--- src/rtl/shifter_pkg.sv ---
`default_nettype none
// ============================================================================
// Module      : shifter_pkg
// Description : Shared definitions for the sequential shifter: the 2-bit
//               operation encodings and the control state enumeration.
// Revision    : 1.0 - initial release
// ============================================================================
package shifter_pkg;

    // Operation encodings, as presented on the mode input.
    localparam logic [1:0] MODE_SLL = 2'b00;   // logical shift left
    localparam logic [1:0] MODE_SRL = 2'b01;   // logical shift right
    localparam logic [1:0] MODE_SRA = 2'b10;   // arithmetic shift right
    localparam logic [1:0] MODE_ROL = 2'b11;   // rotate left

    // Control states. Explicit 2-bit encoding; 2'b11 is unused and recovers
    // to IDLE.
    typedef enum logic [1:0] {
        ST_IDLE  = 2'd0,
        ST_SHIFT = 2'd1,
        ST_DONE  = 2'd2
    } state_t;

endpackage : shifter_pkg
`default_nettype wire

--- src/rtl/shift_step.sv ---
`default_nettype none
// ============================================================================
// Module      : shift_step
// Description : Combinational single-bit shift/rotate step.
//               Applies one 1-bit step of the selected operation to y_in.
// Ports       : y_in  [n-1:0]  value before the step
//               mode  [1:0]    operation select (SLL/SRL/SRA/ROL)
//               y_out [n-1:0]  value after the step
// Revision    : 1.0 - initial release
// ============================================================================
module shift_step
    import shifter_pkg::*;
#(
    parameter int n = 8
) (
    input  logic [n-1:0] y_in,
    input  logic [1:0]   mode,
    output logic [n-1:0] y_out
);

    always_comb begin
        y_out = y_in;
        case (mode)
            MODE_SLL: y_out = {y_in[n-2:0], 1'b0};
            MODE_SRL: y_out = {1'b0, y_in[n-1:1]};
            MODE_SRA: y_out = {y_in[n-1], y_in[n-1:1]};   // sign bit replicated
            MODE_ROL: y_out = {y_in[n-2:0], y_in[n-1]};   // MSB wraps to LSB
            default:  y_out = y_in;
        endcase
    end

endmodule : shift_step
`default_nettype wire

--- src/rtl/seq_shifter.sv ---
`default_nettype none
// ============================================================================
// Module      : seq_shifter
// Description : Sequential shifter. An accepted start latches the operand,
//               shift distance and operation, then the working register is
//               stepped one bit per clock until the distance is exhausted,
//               followed by a one-cycle done pulse.
// Ports       : clk           sole clock, rising edge
//               rst           synchronous, active-high reset
//               start         request pulse, honoured only in IDLE
//               x     [n-1:0] operand, latched on accepted start
//               shamt [SW-1:0] shift distance, latched on accepted start
//               mode  [1:0]   operation, latched on accepted start
//               busy          high while shifting
//               done          one-cycle completion pulse
//               y     [n-1:0] working register / result
// Revision    : 1.0 - initial release
// ============================================================================
module seq_shifter
    import shifter_pkg::*;
#(
    parameter int n  = 8,
    parameter int SW = $clog2(n)
) (
    input  logic          clk,
    input  logic          rst,
    input  logic          start,
    input  logic [n-1:0]  x,
    input  logic [SW-1:0] shamt,
    input  logic [1:0]    mode,
    output logic          busy,
    output logic          done,
    output logic [n-1:0]  y
);

    state_t        r_state;
    logic [n-1:0]  r_y;
    logic [SW-1:0] r_cnt;
    logic [1:0]    r_mode;
    logic [n-1:0]  w_step;

    shift_step #(
        .n (n)
    ) u_shift_step (
        .y_in  (r_y),
        .mode  (r_mode),
        .y_out (w_step)
    );

    // The counter holds the number of steps still to apply. The SHIFT state
    // spends one extra cycle observing cnt == 0 before moving to DONE, which
    // gives a uniform latency of shamt+1 cycles in SHIFT (including shamt=0)
    // and means the counter never decrements past zero.
    always_ff @(posedge clk) begin
        if (rst) begin
            r_state <= ST_IDLE;
            r_y     <= '0;
            r_cnt   <= '0;
            r_mode  <= MODE_SLL;
        end else begin
            case (r_state)
                ST_IDLE: begin
                    if (start) begin
                        r_y     <= x;
                        r_cnt   <= shamt;
                        r_mode  <= mode;
                        r_state <= ST_SHIFT;
                    end
                end
                ST_SHIFT: begin
                    if (r_cnt != '0) begin
                        r_y   <= w_step;
                        r_cnt <= r_cnt - SW'(1);
                    end else begin
                        r_state <= ST_DONE;
                    end
                end
                ST_DONE: begin
                    r_state <= ST_IDLE;
                end
                default: begin
                    r_state <= ST_IDLE;
                end
            endcase
        end
    end

    // Status flags are decoded directly from the state register, so they are
    // glitch-free and mutually exclusive by construction.
    assign busy = (r_state == ST_SHIFT);
    assign done = (r_state == ST_DONE);
    assign y    = r_y;

endmodule : seq_shifter
`default_nettype wire

--- config.mk ---
export PLATFORM = sky130hd
export DESIGN_NAME = seq_shifter
export DESIGN_NICKNAME = d
export VERILOG_FILES = /design/src/rtl/shifter_pkg.sv /design/src/rtl/shift_step.sv /design/src/rtl/seq_shifter.sv
export SDC_FILE = /design/constraint.sdc
export NUM_CORES = 1
export LEC_CHECK = 0
export CORE_MARGIN = 4
export CORE_UTILIZATION = 36
export DETAILED_ROUTE_END_ITERATION = 8
export HOLD_SLACK_MARGIN = 0.06
export MAX_ROUTING_LAYER = met4
export PLACE_DENSITY = 0.65
export SYNTH_ARGS = -nofsm -noshare
export SYNTH_HDL_FRONTEND = slang
export SYNTH_SLANG_ARGS = --single-unit
--- constraint.sdc ---
create_clock -name clk -period 2.23 [get_ports clk]
set_input_delay 0.669 -clock clk [delete_from_list [all_inputs] [get_ports clk]]
set_output_delay 0.669 -clock clk [all_outputs]
set_load 0.02 [all_outputs]
==> results of run 1 <==
==> power breakdown <==
part           total (mW)  internal [mW]  switching [mW]
combinational       0.346          0.175           0.171
clock               0.151         0.0693          0.0813
sequential          0.349          0.309          0.0404
==> final timing paths <==
kind | from | endpoint | slack [ns] | cells after the start
max | r_state[1] | done | 0.18 | 2
min reg2reg | r_cnt[1] | r_cnt[1] | 0.47 | 2
max reg2reg | r_cnt[0] | y[0] | 0.55 | 6
min | r_cnt[1] | r_cnt[1] | 0.47 | 2
==> tightest hold or removal path, delay by kind of cell, from the launching register on <==
kind / cells / cell delay, ns
simple gates: 1 / 0.05
flops: 1 / 0.32
compound gates: 1 / 0.05
==> registers in the layout (all words and copies together) (netlist names) <==
name and flops:
r_mode 2, r_cnt 3, y 8, r_state 2
==> cell usage after synthesis <==
library cell                number
sky130_fd_sc_hd__dfxtp_1        15
sky130_fd_sc_hd__nor2_1         15
sky130_fd_sc_hd__nand2_1        11
sky130_fd_sc_hd__a21oi_1        10
sky130_fd_sc_hd__mux2i_1         8
sky130_fd_sc_hd__a211o_1         7
sky130_fd_sc_hd__inv_1           4
sky130_fd_sc_hd__clkbuf_1        3
sky130_fd_sc_hd__a311o_1         2
sky130_fd_sc_hd__buf_2           2
sky130_fd_sc_hd__ha_1            2
sky130_fd_sc_hd__nand2b_1        2
sky130_fd_sc_hd__nor3_1          2
sky130_fd_sc_hd__o21ai_0         2
sky130_fd_sc_hd__a2111oi_0       1
sky130_fd_sc_hd__a21o_1          1
sky130_fd_sc_hd__a311oi_1        1
sky130_fd_sc_hd__and2_1          1
sky130_fd_sc_hd__and3_1          1
sky130_fd_sc_hd__mux2_2          1
sky130_fd_sc_hd__nand3_1         1
sky130_fd_sc_hd__nand3b_1        1
sky130_fd_sc_hd__nor2b_1         1
sky130_fd_sc_hd__nor3b_1         1
sky130_fd_sc_hd__or3_1           1
sky130_fd_sc_hd__xnor2_2         1
==> metal layers <==
layer / up-vias / GRT usage [%] / share of wire (%)
met3: 2 / 4.29 / 7.1
li1: 398 / - / -
met1: 352 / 18.8 / 46
met5: - / - / 0
met2: 23 / 24.0 / 46
met4: 0 / 7.29 / 0.78
==> cell type report <==
cell class	count	area, um2
Inverter	4	15.0
Tap cell	27	33.8
Clock buffer	4	26.3
Timing Repair Buffer	30	287
Fill cell	208	916
Multi-Input combinational cell	73	464
Sequential cell	15	300
==> placed cells by master (no fill, tap or decap), drive strengths merged, types with 4 or more instances in the layout <==
master         netlist  routed
a211o                7       7
inv                  4       4
nand2               11      11
dfxtp               15      15
a21oi               10      10
clkbuf               3       4
buf                  2       5
nor2                15      15
mux2i                8       8
clkdlybuf4s50        0      24
==> repair_timing <==
action | CTS | global route
buffers inserted | 0 | 0
hold endpoints to repair | 0 | 0
gates resized for setup | 1 | 0
endpoints found under the setup margin | 1 | 0
==> cells by family after synthesis <==
| logic type | synth area share (%) |
|---|---|
| multiplexers | 11.4 |
| AO/OA/AOI/OAI | 20.8 |
| buffers and inverters | 4.53 |
| flip-flops | 37.5 |
| XOR/XNOR | 2.03 |
| AND/OR/NAND/NOR | 20.6 |
| adder cells (fa/ha/maj) | 3.12 |
==> results.md, run 1 <==
CTS:
- The largest buffer count on any clock path is 2.
- The total CTS buffers is 3.
- Clock tree synthesis selected as its root buffer the cell sky130_fd_sc_hd__clkbuf_4.
- The clock transition at the registers of the reported paths is 0.09 ns.
- The H-tree depth is 1.
- For this design, the sink count on the clock tree is 15.
- The clock latency reported for the late side of the worst-skew pair is 0.27 ns.
- The hold buffer count at CTS is 0.
- TritonCTS built the clock tree.

Synth:
- The synthesized design devotes to its leading area cell type 37.5% of total area.
- The distinct cell type count of the synthesized netlist is 26.
- The mean instance size in the synthesized netlist is 8.26 um2.
- After synthesis the cells add up to 801 um2.
- The number of warnings issued by yosys is 0.
- Synthesis handed over a netlist of 97 instances.
- The sequential element share of the synthesized area is 37.5%.
- Sorting the synthesized cells by area gives the leading types as sky130_fd_sc_hd__dfxtp_1, sky130_fd_sc_hd__mux2i_1, sky130_fd_sc_hd__a211o_1.
- The synthesis-stage register bit count is 15.
- The largest area contributor in the netlist is sky130_fd_sc_hd__dfxtp_1.
- The synthesized netlist net count is 115.

Timing:
- Dividing the final minimum period by the clock period gives 92.0%.
- The final clock skew is 0.00322 ns.
- The setup total negative slack is 0 ns.
- Counting I/O delays and the setup requirement, the final critical path takes 2.05 ns.
- Hold is met by 0.468 ns.
- Setup repair after global routing left no endpoint under its margin.
- The actual slew at the worst max-slew pin is 0.487 ns.
- The hold violation total from the final report is 0.
- The number of setup violations in the final report is 0.
- Timing would allow up to 0.488 GHz.
- The minimum setup slack in the final design is 0.179 ns.
- The count of pins over their slew limit was 0.
- The relative slew slack is 67.4%.

Die:
- The core area is 0.00204 mm2.
- The standard-cell row count is 16.
- Once the floorplan was initialized, standard cells occupied 39.2% of the core.
- The I/O pin count is 26.
- The full die area is 0.00304 mm2.
- The die boundary width is 55.2 um.
- The die is 55.2 um tall.

Setup path:
- Traced cell by cell, the critical path runs through nor2b_1 -> clkdlybuf4s50_1.
- On the critical path, the stage with the largest delay is an instance of sky130_fd_sc_hd__clkdlybuf4s50_1.
- The largest fanout on the critical path is 4.
- The capturing element type of the critical path is an output pin.
- The category of the critical setup timing path is register to output pin.
- Data on the critical path is required at its endpoint by 1.56 ns.
- Broken down by cell family, the worst path's largest delay share belongs to buffers and inverters.
- The sort of element at the start of the critical path is a register.
- The count of buffering cells on the critical path with inverters included is 1.
- On the worst path, the slowest cell contributes a delay of 0.60 ns.
- STA puts the critical path data arrival time at 1.38 ns.

Place:
- The quantity of I/O buffers inserted on ports is 25.
- At the end of routability-driven placement, the weighted congestion stood at 0.724.
- The setup slack after placement is 0.0118 ns.
- The final HPWL from detailed placement is 1440 um.
- The placed instances occupy a cell area of 0.00110 mm2.
- In this run, placement finished with an instance count of 149.

Drt:
- In this run, the number of DRC markers left after iteration 0 of detailed routing was 11.
- The remaining routing DRC violations is 0.
- The first detailed-routing pass took 5 iterations.
- For this block, the via count after detailed routing is 775.
- The remaining antenna violation count is 0.
- The average wire per standard cell is 12.6 um.
- After detailed routing, the total wire length is 1920 um.
- The via count normalized by instance count is 5.07.

Run:
- The number of maximum-capacitance constraint violations is 0.

Final layout:
- The repair_antennas step left the layout with diodes totalling 0.
- Cells fill 55.1% of the core in the end.
- In the final layout, the share of cells above drive strength 1 is 7.94%.
- The synthesis-to-finish area growth is 40.6%.
- After routing the design area is 0.00113 mm2.
- The net count of the finished layout is 145.
- After the flow finishes, the layout carries non-filler instances totaling 153.

Power and ir drop:
- Summed over all cells, the static leakage comes to 0.471 nW.
- The areal power density over the cells is 751 mW/mm2.
- VDD sags by at most 391 uV.
- The post-route total power is 0.845 mW.

GRT:
- The wire length of the first global-routing pass is 3260 um.
- The global routing usage summed across all routing layers is 15.6%.
- The initial antenna violation count is 0.
- The number of global-route vias before repair came to 742.
- The maximum number of pins on one net before global-route repair is 21.
- Summed over all layers, the global routing overflow is 0.

Run status:
- The flow ran to the end, and the final reports show no timing, DRC or antenna violations.

Worst hold path:
- The path class of the tightest hold or removal check is register to register.
Power figures use the tool's default switching activity.
==> run 2: changes to the inputs <==
- CORE_MARGIN: 4 -> unset
- MAX_ROUTING_LAYER: met4 -> unset
==> run 2 against run 1 <==
Clock skew rose by 0.00092 ns. Non-clock buffer count did not move. Highest routed layer is now met3. Total power rose by 0.23%. Sequential power barely moved. Critical path type unchanged. Sequential cell count did not move.
==> results.md, run 2 (same netlist as run 1, synthesis figures left out) <==
Final layout:
- The final core utilization is 55.7% (+0.55 points).
- The number of flip-flops under the largest register name is 8 (unchanged).
- The top cell types in the final layout, fill and taps aside, are sky130_fd_sc_hd__clkdlybuf4s50_1, sky130_fd_sc_hd__nor2_1, sky130_fd_sc_hd__dfxtp_1, sky130_fd_sc_hd__nand2_1, sky130_fd_sc_hd__a21oi_1.
- The register area is 300 um2 (unchanged).
- The most common library cell in the layout ignoring fill and taps is sky130_fd_sc_hd__clkdlybuf4s50_1.
- The synthesis-to-finish area growth is 40.6% (unchanged).
- The layout net count was 145 (unchanged).
- The final cell area excluding filler cells came to 0.00113 mm2 (unchanged).
- The final cell count without fillers is 153 (unchanged).
- The fraction of final layout cells sized beyond drive strength 1 is 7.94% (unchanged).
- The area taken by multi-input logic gates is 464 um2 (unchanged).
- The count of filler cells inserted in the layout is 207 (-0.48%).
- The antenna diode instance count came to 0 (unchanged).

Timing:
- Setup repair after global routing left no endpoint under its margin.
- The hold violation total from the final report came to 0 (unchanged).
- The count of pins over their slew limit is 0 (unchanged).
- The number of setup violations in the final report is 0 (unchanged).
- The final period utilization came to 91.8% (-0.13 points).
- The actual slew at the worst max-slew pin is 0.489 ns (+0.00235 ns).
- The highest achievable clock rate is 0.488 GHz (+0.14%).
- The post-route minimum period is 2.05 ns (-0.00294 ns).
- The minimum setup slack in the final design is 0.182 ns (+0.00294 ns).
- The final clock skew is 0.00413 ns (+0.000916 ns).
- The setup total negative slack is 0 ns (unchanged).
- The relative slew slack is 67.2% (-0.16 points).
- The worst hold-check slack was 0.468 ns (-0.000113 ns).

Drt:
- The remaining antenna violation count is 0 (unchanged).
- The via count normalized by instance count was 4.97 (-1.8%).
- The remaining routing DRC violations is 0 (unchanged).
- The total routed wirelength is 1790 um (-6.9%).
- The first-pass iteration count of the detailed router is 4 (-1).
- The count of vias placed by the detailed router is 761 (-1.8%).
- The iteration-0 DRC count of the detailed router is 9 (-2).
- The average wire per standard cell is 11.7 um (-6.9%).

Worst hold path:
- The startpoint identified for the worst hold timing path is r_cnt[1].
- The worst hold path stage count is 2 (unchanged).
- The worst hold path terminates at r_cnt[1].
- The min-delay analysis places its worst path in the category register to register.

CTS:
- The clock latency reported for the late side of the worst-skew pair is 0.28 ns (about the same).
- The total CTS buffers came to 3 (unchanged).
- The clock transition at the registers of the reported paths is 0.09 ns (about the same).
- The largest buffer count on any clock path is 2 (unchanged).
- The H-tree depth is 1 (unchanged).
- The sink count of the clock tree is 15 (unchanged).
- The clock tree from TritonCTS is built.
- The root buffer cell is sky130_fd_sc_hd__clkbuf_4.

Place:
- The setup slack after placement came to -0.00385 ns (-0.0156 ns).
- The total placed cells including tap cells was 149 (unchanged).
- The instance area at placement is 0.00110 mm2 (unchanged).
- The placer congestion estimate is 0.753 (+3.9%).
- The final HPWL from detailed placement was 1330 um (-7.9%).
- The quantity of I/O buffers inserted on ports is 25 (unchanged).

Die:
- The die span in y is 49.2 um (-11%).
- The starting utilization of the core area came to 39.6% (+0.39 points).
- The standard-cell row count came to 16 (unchanged).
- The core area is 0.00202 mm2 (-0.98%).
- The die boundary width was 49.2 um (-11%).
- The I/O pin count is 26 (unchanged).
- The full die area came to 0.00242 mm2 (-21%).

Setup path:
- The data arrival time of the worst path came to 1.38 ns (about the same).
- The signal on the critical path passes through nor2b_1 -> clkdlybuf4s50_1.
- On the critical path, the stage with the largest delay is an instance of sky130_fd_sc_hd__clkdlybuf4s50_1.
- The sort of element at the start of the critical path is a register.
- The capturing element type of the critical path is an output pin.
- The count of buffering cells on the critical path with inverters included is 1 (unchanged).
- The length in cells of the worst reg-to-reg path was 6 (unchanged).
- The required time of the critical path came to 1.56 ns (about the same).
- The maximum single-stage delay on the critical path came to 0.60 ns (about the same).
- The register-to-register path setup slack is 0.54 ns (about the same).
- Among cell families on the critical path, the largest total delay comes from buffers and inverters.
- The largest fanout on the critical path is 4 (unchanged).
- The category of the critical setup timing path is register to output pin.
- The source of the worst register-to-register timing path is r_cnt[0].
- In this run the critical register-to-register path is captured at r_cnt[1].

Power and ir drop:
- The areal power density over the cells was 752 mW/mm2 (+0.23%).
- The worst supply voltage drop on vdd is 379 uV (-3.1%).
- The reported leakage power came to 0.471 nW (unchanged).
- The post-route total power is 0.847 mW (+0.23%).

GRT:
- The global routing usage summed across all routing layers came to 16.7% (+1.1 points).
- The wire length of the first global-routing pass is 3230 um (-0.83%).
- The maximum number of pins on one net before global-route repair is 21 (unchanged).
- The global route total overflow was 0 (unchanged).
- The initial antenna violation count is 0 (unchanged).
- The number of global-route vias before repair was 780 (+5.1%).

Run:
- The number of maximum-capacitance constraint violations is 0 (unchanged).

Run status:
- The flow ran to the end, and the final reports show no timing, DRC or antenna violations.
-- run 2: cell counts in the layout (fill, tap and decap cells not counted) --
No cell type changed its count.
-- run 2: how the worst max path moves through the flow --
stage	from	end	slack, ns	cells past startpoint
2_1_floorplan	start	y[7]	0.54	4
3_3_place_gp	start	y[5]	0.04	6
3_5_place_dp	start	y[0]	-0.004	6
4_1_cts	r_state[1]	done	0.17	2
5_1_grt	r_state[1]	done	0.12	2
6_report	r_state[1]	done	0.18	2
-- run 2: metal layers --
metal | share of wire, % | global-route usage, % | wire [um] | vias to the layer above
met5 | 0 | 0 | 0 | -
met4 | 0 | 4.41 | 0 | 0
li1 | - | - | - | 395
met3 | 4.9 | 2.80 | 87 | 0
met1 | 49 | 21.8 | 872 | 345
met2 | 46 | 28.3 | 830 | 21
-- run 2: layout make-up --
class	instances	area share, %
Inverter	4	1.33
Clock buffer	4	2.33
Sequential cell	15	26.7
Tap cell	27	3.00
Multi-Input combinational cell	73	41.2
Timing Repair Buffer	30	25.4
-- run 2: power breakdown --
group          total [mW]  internal [mW]  switching (mW)
registers           0.348          0.309          0.0396
clock network       0.154         0.0693          0.0850
logic               0.345          0.174           0.170
-- run 2: worst min-delay path: stages, from the launching register on --
cell and delay, ns:
sky130_fd_sc_hd__dfxtp_1 0.32, sky130_fd_sc_hd__nand2_1 0.05, sky130_fd_sc_hd__a21oi_1 0.05
-- run 2: timing repair --
item,4_1_cts,5_1_grt
setup endpoints to repair,1,0
gates resized for setup,1,0
hold buffers,0,0
setup buffers,0,0
==> run 3: changes to the inputs <==
- CTS_BUF_LIST: unset -> sky130_fd_sc_hd__clkbuf_8 sky130_fd_sc_hd__clkbuf_16
==> run 3 against run 2 <==
Sequential cell count unchanged. Clock power is 42% higher. Maximum frequency rose by 1.8%. Clock skew shrank 0.0027 ns. First-iteration DRC count is 67% lower. Cell area up 1.7%. Utilization increased by 0.93 points. Combinational power about the same. Die area did not move. Sequential power barely moved. Final cell count unchanged. Critical endpoint unchanged. Highest routed layer is now met4.
==> results.md, run 3 (same netlist as run 1, synthesis figures left out) <==
Final layout:
- The antenna diode instance count is 0 (unchanged).
- The final cell area excluding filler cells is 0.00114 mm2 (+1.7%).
- The fraction of final layout cells sized beyond drive strength 1 is 7.94% (unchanged).
- The layout net count came to 145 (unchanged).
- The number of flip-flops under the largest register name is 8 (unchanged).
- The final cell count without fillers was 153 (unchanged).
- The most common library cell in the layout ignoring fill and taps is sky130_fd_sc_hd__clkdlybuf4s50_1.
- Leaving out fill and tap cells, the most frequent cells in the layout are sky130_fd_sc_hd__clkdlybuf4s50_1, sky130_fd_sc_hd__nor2_1, sky130_fd_sc_hd__dfxtp_1, sky130_fd_sc_hd__nand2_1, sky130_fd_sc_hd__a21oi_1.
- The synthesis-to-finish area growth is 43.0%.
- The count of filler cells inserted in the layout is 204 (-1.4%).

Drt:
- The iteration-0 DRC count of the detailed router is 3 (-6).
- The remaining antenna violation count was 0 (unchanged).
- The first-pass iteration count of the detailed router is 4 (unchanged).
- The average wire per standard cell came to 11.9 um (+1.6%).
- The count of vias placed by the detailed router is 763 (+0.26%).
- The via count normalized by instance count is 4.99 (+0.26%).
- The total routed wirelength is 1820 um (+1.6%).
- The remaining routing DRC violations is 0 (unchanged).

Die:
- The die span in y is 49.2 um (unchanged).
- The full die area is 0.00242 mm2 (unchanged).
- The starting utilization of the core area was 39.6% (unchanged).
- The standard-cell row count is 16 (unchanged).
- The I/O pin count came to 26 (unchanged).
- The die boundary width came to 49.2 um (unchanged).
- The core area is 0.00202 mm2 (unchanged).

Timing:
- The hold violation total from the final report is 0 (unchanged).
- The worst hold-check slack is 0.459 ns (-0.00872 ns).
- The final clock skew is 0.00142 ns (-0.00271 ns).
- The highest achievable clock rate is 0.497 GHz (+1.8%).
- The actual slew at the worst max-slew pin is 0.486 ns (-0.00307 ns).
- The relative slew slack is 67.4% (+0.21 points).
- The count of pins over their slew limit came to 0 (unchanged).
- The post-route minimum period is 2.01 ns (-0.0368 ns).
- Setup repair after global routing left no endpoint under its margin.
- The number of setup violations in the final report is 0 (unchanged).
- The final period utilization is 90.2% (-1.7 points).
- The minimum setup slack in the final design is 0.219 ns (+0.0368 ns).

Setup path:
- The standard cell with the maximum stage delay on the critical path is sky130_fd_sc_hd__clkdlybuf4s50_1.
- The required time of the critical path is 1.56 ns (about the same).
- The data arrival time of the worst path came to 1.34 ns (-0.04 ns).
- The sort of element at the start of the critical path is a register.
- The largest fanout on the critical path came to 4 (unchanged).
- The length in cells of the worst reg-to-reg path was 6 (unchanged).
- The critical path is of the register to output pin type.
- The signal on the critical path passes through nor2b_1 -> clkdlybuf4s50_1.
- STA classifies the critical path endpoint as an output pin.
- The maximum single-stage delay on the critical path is 0.60 ns (about the same).

Power and ir drop:
- The worst supply voltage drop on vdd is 403 uV (+6.5%).
- The reported leakage power was 0.482 nW (+2.5%).
- The areal power density over the cells was 796 mW/mm2 (+5.8%).

Worst hold path:
- The class of the most critical hold timing path is register to register.
- The worst hold path stage count is 2 (unchanged).

CTS:
- The number of setup buffers added after CTS is 0 (unchanged).
- The clock latency reported for the late side of the worst-skew pair was 0.25 ns (-0.03 ns).
- The clock transition at the registers of the reported paths is 0.06 ns (-0.03 ns).
- The H-tree depth is 1 (unchanged).
- The hold buffer count at CTS is 0 (unchanged).
- The sink count of the clock tree is 15 (unchanged).
- TritonCTS built the clock tree.
- The largest buffer count on any clock path is 2 (unchanged).
- In this run the clock root is driven by a sky130_fd_sc_hd__clkbuf_8.
- The total CTS buffers is 3 (unchanged).
- The number of gates resized after CTS was 1 (unchanged).

Place:
- The total placed cells including tap cells is 149 (unchanged).
- The quantity of I/O buffers inserted on ports is 25 (unchanged).
- The instance area at placement came to 0.00110 mm2 (unchanged).
- The placer congestion estimate is 0.753 (unchanged).
- The final HPWL from detailed placement is 1330 um (unchanged).
- The setup slack after placement is -0.00385 ns (unchanged).

GRT:
- The initial antenna violation count was 0 (unchanged).
- The global route total overflow is 0 (unchanged).
- The maximum number of pins on one net before global-route repair is 21 (unchanged).
- The global routing usage summed across all routing layers is 17.2% (+0.41 points).
- The number of global-route vias before repair came to 792 (+1.5%).
- The wire length of the first global-routing pass is 3290 um (+1.9%).

Run:
- The number of maximum-capacitance constraint violations is 0 (unchanged).

Run status:
- The flow ran to the end, and the final reports show no timing, DRC or antenna violations.
run 3: area by class of cell:
cell class	count	area, um2	area share (%)
Multi-Input combinational cell	73	464	40.5
Sequential cell	15	300	26.2
Timing Repair Buffer	30	287	25.0
Clock buffer	3	41.3	3.61
Tap cell	27	33.8	2.95
Inverter	4	15.0	1.31
Clock inverter	1	3.75	0.328
run 3: per-stage QoR:
step	setup TNS [ns]	util (%)	power, mW
4_1_cts	0	56.6	0.921
6_report	0	56.6	0.912
3_3_place_gp	0	54.5	0.697
5_1_grt	0	56.6	0.970
2_1_floorplan	0	-	0.565
3_5_place_dp	-0.00385	54.5	0.702
run 3: worst max-delay path, delay by kind of cell (launching register included):
family	cells	cell delay [ns]
buffers and inverters	1	0.60
DFF	1	0.36
and+or+nand+nor	1	0.14
run 3: worst paths after layout:
path	start	endpoint	slack, ns
max	r_state[1]	done	0.22
min	r_cnt[1]	r_cnt[1]	0.46
max reg2reg	r_cnt[0]	r_cnt[1]	0.55
min reg2reg	r_cnt[1]	r_cnt[1]	0.46
run 3: routing by layer:
metal | up-vias | share of wire (%) | wire, um | global-route usage, %
met5 | - | 0 | 0 | 0
met4 | 0 | 0.83 | 15 | 5.88
met3 | 2 | 4.0 | 72 | 1.87
met2 | 20 | 46 | 835 | 29.5
met1 | 344 | 49 | 894 | 22.0
li1 | 397 | - | - | -
run 3: power by group:
part | switching, mW | internal, mW | total [mW]
Combinational | 0.171 | 0.175 | 0.345
Sequential | 0.0398 | 0.309 | 0.349
Clock | 0.0958 | 0.122 | 0.218
